==> src/rtl/tmr_pkg.sv <==
// rtl/tmr_pkg.sv - shared TMR types, defaults and width helper
package tmr_pkg;

    localparam int DEF_WIDTH = 8;
    localparam int DEF_CNT_W = 8;

    typedef enum logic {
        HOLD_EMPTY = 1'b0,
        HOLD_FULL  = 1'b1
    } hold_state_t;

    // Bit counter width for 0..w-1; kept at least 1 bit so WIDTH=2 still works
    function automatic int cnt_width(input int w);
        return (w <= 2) ? 1 : $clog2(w);
    endfunction

endpackage

==> src/rtl/tmr_sat_counter.sv <==
// rtl/tmr_sat_counter.sv - saturating event counter, clear beats increment
module tmr_sat_counter #(
    parameter int CNT_W = 8
) (
    input  logic             clk,
    input  logic             reset,
    input  logic             inc,
    input  logic             clr,
    output logic [CNT_W-1:0] count
);

    always_ff @(posedge clk) begin
        if (reset || clr) begin
            count <= '0;
        end else if (inc && (count != {CNT_W{1'b1}})) begin
            count <= count + CNT_W'(1);
        end
    end

endmodule

==> src/rtl/tmr_word_collector.sv <==
// rtl/tmr_word_collector.sv - packs voted TMR bits MSB-first into handshaked words
module tmr_word_collector
    import tmr_pkg::*;
#(
    parameter int WIDTH = DEF_WIDTH,
    parameter int CNT_W = DEF_CNT_W
) (
    input  logic             clk,
    input  logic             reset,
    input  logic             bit_valid,
    input  logic             bit_in,
    input  logic             bit_err,
    input  logic             clear_stats,
    output logic             word_valid,
    input  logic             word_ready,
    output logic [WIDTH-1:0] word_out,
    output logic             word_err,
    output logic [CNT_W-1:0] err_count,
    output logic             overflow
);

    localparam int BC_W = cnt_width(WIDTH);
    localparam logic [BC_W-1:0] LAST_BIT = BC_W'(WIDTH - 1);

    logic [WIDTH-1:0] shreg;
    logic [BC_W-1:0]  bit_cnt;
    logic             part_err;
    hold_state_t      state;

    logic             word_done;
    logic [WIDTH-1:0] next_word;
    logic             next_err;

    assign word_done  = bit_valid && (bit_cnt == LAST_BIT);
    assign next_word  = {shreg[WIDTH-2:0], bit_in};
    assign next_err   = part_err | bit_err;
    assign word_valid = (state == HOLD_FULL);

    always_ff @(posedge clk) begin
        if (reset) begin
            shreg    <= '0;
            bit_cnt  <= '0;
            part_err <= 1'b0;
            state    <= HOLD_EMPTY;
            word_out <= '0;
            word_err <= 1'b0;
        end else begin
            if (bit_valid) begin
                shreg <= next_word;
                if (word_done) begin
                    bit_cnt  <= '0;
                    part_err <= 1'b0;
                end else begin
                    bit_cnt  <= bit_cnt + BC_W'(1);
                    part_err <= next_err;
                end
            end

            // A new word replaces the held one only if it is free or draining now
            case (state)
                HOLD_EMPTY: begin
                    if (word_done) begin
                        word_out <= next_word;
                        word_err <= next_err;
                        state    <= HOLD_FULL;
                    end
                end
                default: begin
                    if (word_done) begin
                        if (word_ready) begin
                            word_out <= next_word;
                            word_err <= next_err;
                        end
                    end else if (word_ready) begin
                        state <= HOLD_EMPTY;
                    end
                end
            endcase
        end
    end

    always_ff @(posedge clk) begin
        if (reset || clear_stats) begin
            overflow <= 1'b0;
        end else if (word_done && (state == HOLD_FULL) && !word_ready) begin
            overflow <= 1'b1;
        end
    end

    tmr_sat_counter #(
        .CNT_W (CNT_W)
    ) u_err_cnt (
        .clk   (clk),
        .reset (reset),
        .inc   (bit_valid & bit_err),
        .clr   (clear_stats),
        .count (err_count)
    );

endmodule

==> config.mk <==
export PLATFORM = sky130hd
export DESIGN_NAME = tmr_word_collector
export DESIGN_NICKNAME = d
export VERILOG_FILES = /design/src/rtl/tmr_pkg.sv /design/src/rtl/tmr_sat_counter.sv /design/src/rtl/tmr_word_collector.sv
export SDC_FILE = /design/constraint.sdc
export NUM_CORES = 1
export LEC_CHECK = 0
export ABC_CLOCK_PERIOD_IN_PS = 1500
export CORE_MARGIN = 2
export CORE_UTILIZATION = 45
export CTS_CLUSTER_SIZE = 14
export DETAILED_ROUTE_END_ITERATION = 10
export PLACE_DENSITY = 0.74
export SLEW_MARGIN = 20
export SYNTH_ARGS = -nofsm -noshare
export SYNTH_HDL_FRONTEND = slang
export SYNTH_SLANG_ARGS = --single-unit
==> constraint.sdc <==
create_clock -name clk -period 1.5 [get_ports clk]
set_clock_uncertainty 0.15 [all_clocks]
set_input_delay 0.45 -clock clk [delete_from_list [all_inputs] [get_ports clk]]
set_output_delay 0.45 -clock clk [all_outputs]
set_load 0.02 [all_outputs]
==> results.yml <==
synthesis:
  synth_compound_area_share_pct: 15.9
  yosysSeqAreaShare_pct: 47.3
  synthMuxAreaShare_pct: 7.88
  synth_area_um2: 1270
  synth_area_per_cell_um2: 8.82
  synth_nets: 154
  synth_top_area_share_pct: 47.3
  synthSimpleGateAreaFrac_pct: 22.2
  synth_edf_count: 0
  synth_top_family_by_area: "simple AND/OR/NAND/NOR gates"
  synth.most_common_cell: "dfxtp_1"
  yosysTopAreaCell: "dfxtp_1"
  synth_ff_type: "dfxtp_1"
  yosysWarnings: 0
  synth_fa_ha_area_share_pct: 2.96
  synthTopCellsByCount: "30 x dfxtp_1, 18 x a21oi_1, 15 x nor2_1"
  ys_top_cells_by_area: "dfxtp_1 47%, mux2i_1 7.9%, a21oi_1 7.1%"
  synth_xor_area_share_pct: 0
  postSynth.asyncResetShare_pct: 0
  postSynthCellCount: 144
  ys_seq_elements: 30
  synth_cell_types: 30
routing:
  drc: 0
  vias_per_cell: 5.54
  vias: 1229
  postRouteAntennaNets: 0
  route.detailed.wl_per_inst_um: 13.7
  totalWireLength_um: 3040
  drtPass1Iterations: 4
  first_iter_violations: 34
worst_setup_path:
  slowest_delay_ns: 0.36
  worstSetupPathType: "register to output port"
  cp_slowest_cell: "dfxtp_2"
  worstPathMaxFanout: 2
  path_cells: "buf_2"
  critPathArrivalTime_ns: 0.86
  worstSetupStartpointType: "register"
  cp_top_family: "flip-flops"
  crit_buf_inv: 1
  end_kind: "output port"
  required_ns: 0.90
run_status:
  status: "finished clean"
die:
  dieWidth_um: 57.1
  die_y_um: 57.1
  io_pins: 26
  dieArea_um2: 3260
  rows: 19
  core_um2: 2710
  initial_utilization_pct: 46.9
clock_tree:
  clk_latency_ns: 0.34
  htree_levels: 2
  cts_sinks: 30
  cts_setup_buffers: 0
  clock_path_buffers: 2
  cts_tree: "done"
  clk_pin_slew_ns: 0.10
  hold_buffers: 0
  cts-buffers-inserted: 5
  root_buffer: "clkbuf_4"
final_layout:
  drive_above_1_share_pct: 33.5
  synthToLayoutAreaGrowth_pct: 33.2
  n_antenna_cell: 0
  nNetsFinal: 200
  nFillCells: 241
timing:
  hold_ws_ns: 0.327
  maxSlewViolCount: 0
  relSlewSlack_pct: 81.6
  min_period_over_period_pct: 97.1
  fmax_ghz: 0.686
  finalHoldViolCount: 0
  rsz0062_at_grt: "no"
  fin_ws_ns: 0.0431
  final-setup-viol-count: 0
  min_period_ns: 1.46
  tightest_slew_ns: 0.273
global_route:
  grt_pass1_wl_um: 5090
  grt_usage_pct: 19.9
  antenna_found_initial: 0
  grt_start_max_net_pins: 19
  grt_remaining_overflow: 0
  grt_pass1_vias: 1185
power:
  p_seq_share_pct: 56.7
  cellPowerDensity_nw_per_um2: 850
  p_leak_nw: 0.723
  p_int_mw: 1.08
  ir_drop_v: 0.000840
  p_clk_share_pct: 36.5
  switching_share_pct: 24.8
  total_power_mw: 1.44
  p_switching_uw: 356
  combinationalPowerShare_pct: 6.7
placement:
  dp_hpwl_um: 2210
  gp_congestion: 0.807
  post-place-ws_ns: -0.510
  numPortBuffers: 25
min_path:
  min_path_type: "register to register"
job:
  maxCapViolCount: 0
cell usage in the layout (no fill, tap or decap), types with 7 or more instances in the layout:
| cell type | netlist | final |
|---|---|---|
| dfxtp_1 | 30 | 26 |
| o21ai_0 | 8 | 7 |
| nand3_1 | 10 | 10 |
| a21oi_1 | 18 | 16 |
| buf_2 | 2 | 18 |
| nand2_1 | 8 | 7 |
| mux2i_1 | 10 | 10 |
| nor2_1 | 15 | 15 |
| buf_4 | 1 | 23 |
cells by family after synthesis:
logic type	Yosys count
and+or+nand+nor	55
AOI/OAI and AO/OA	35
DFF	30
buffers and inverters	11
muxes	10
adders and majority gates	3
routing by layer:
layer	wire length (um)	GRT usage, %	share of wire [%]	up-vias
li1	-	-	-	611
met1	1340	25.1	44	579
met2	1490	32.3	49	34
met3	166	4.99	5.5	5
met4	39	8.97	1.3	0
met5	0	0	0	-
state kept, by name, indices dropped and copies added (netlist names):
register / cells
bit_cnt: 3
overflow: 1
word_out: 8
part_err: 1
word_valid: 1
word_err: 1
u_err_cnt.count: 8
shreg: 7
through the flow:
| step | area (um^2) | util (%) | setup TNS, ns | instances |
|---|---|---|---|---|
| floorplan | 1270 | - | 0 | 144 |
| global placement | 1690 | 62.5 | -11.44 | 214 |
| detailed placement | 1690 | 62.5 | -12.78 | 214 |
| CTS | 1670 | 61.6 | 0 | 222 |
| global route | 1690 | 62.4 | 0 | 222 |
| finish | 1690 | 62.4 | 0 | 222 |
power groups by stage:
| stage | combinational, mW | sequential [mW] | clock [mW] |
|---|---|---|---|
| after floorplan | 0.0499 | 0.833 | 0 |
| after global placement | 0.0936 | 0.832 | 0 |
| after detailed placement | 0.0976 | 0.833 | 0 |
| after CTS | 0.0959 | 0.815 | 0.531 |
| after global routing | 0.108 | 0.817 | 0.569 |
| final | 0.0968 | 0.815 | 0.525 |
cell type report:
cell class	instances	area [um^2]	area share (%)
well taps	31	38.8	2.29
repair buffers	48	333	19.7
inverters	2	7.51	0.444
clock buffers	6	51.3	3.03
multi-input cells	103	643	38.0
clock inverters	2	12.5	0.740
flip-flops and latches	30	606	35.8
worst min-delay path: stages, from the launching register on:
cell	delay [ns]
dfxtp_1	0.32
o21ai_0	0.06
a21oi_1	0.06
worst paths after layout:
kind / start / cells past startpoint / slack (ns) / end
setup / recovery: word_err / 1 / 0.04 / word_err
hold / removal: word_out[5] / 2 / 0.33 / word_out[5]
setup reg to reg: bit_cnt[0] / 6 / 0.07 / overflow
hold reg to reg: word_out[5] / 2 / 0.33 / word_out[5]
what timing repair did:
item / in CTS / in global routing
setup endpoints to repair: 44 / 8
pin swaps: 0 / 0
gates resized for setup: 83 / 8
(Power assumes the default switching activity.)
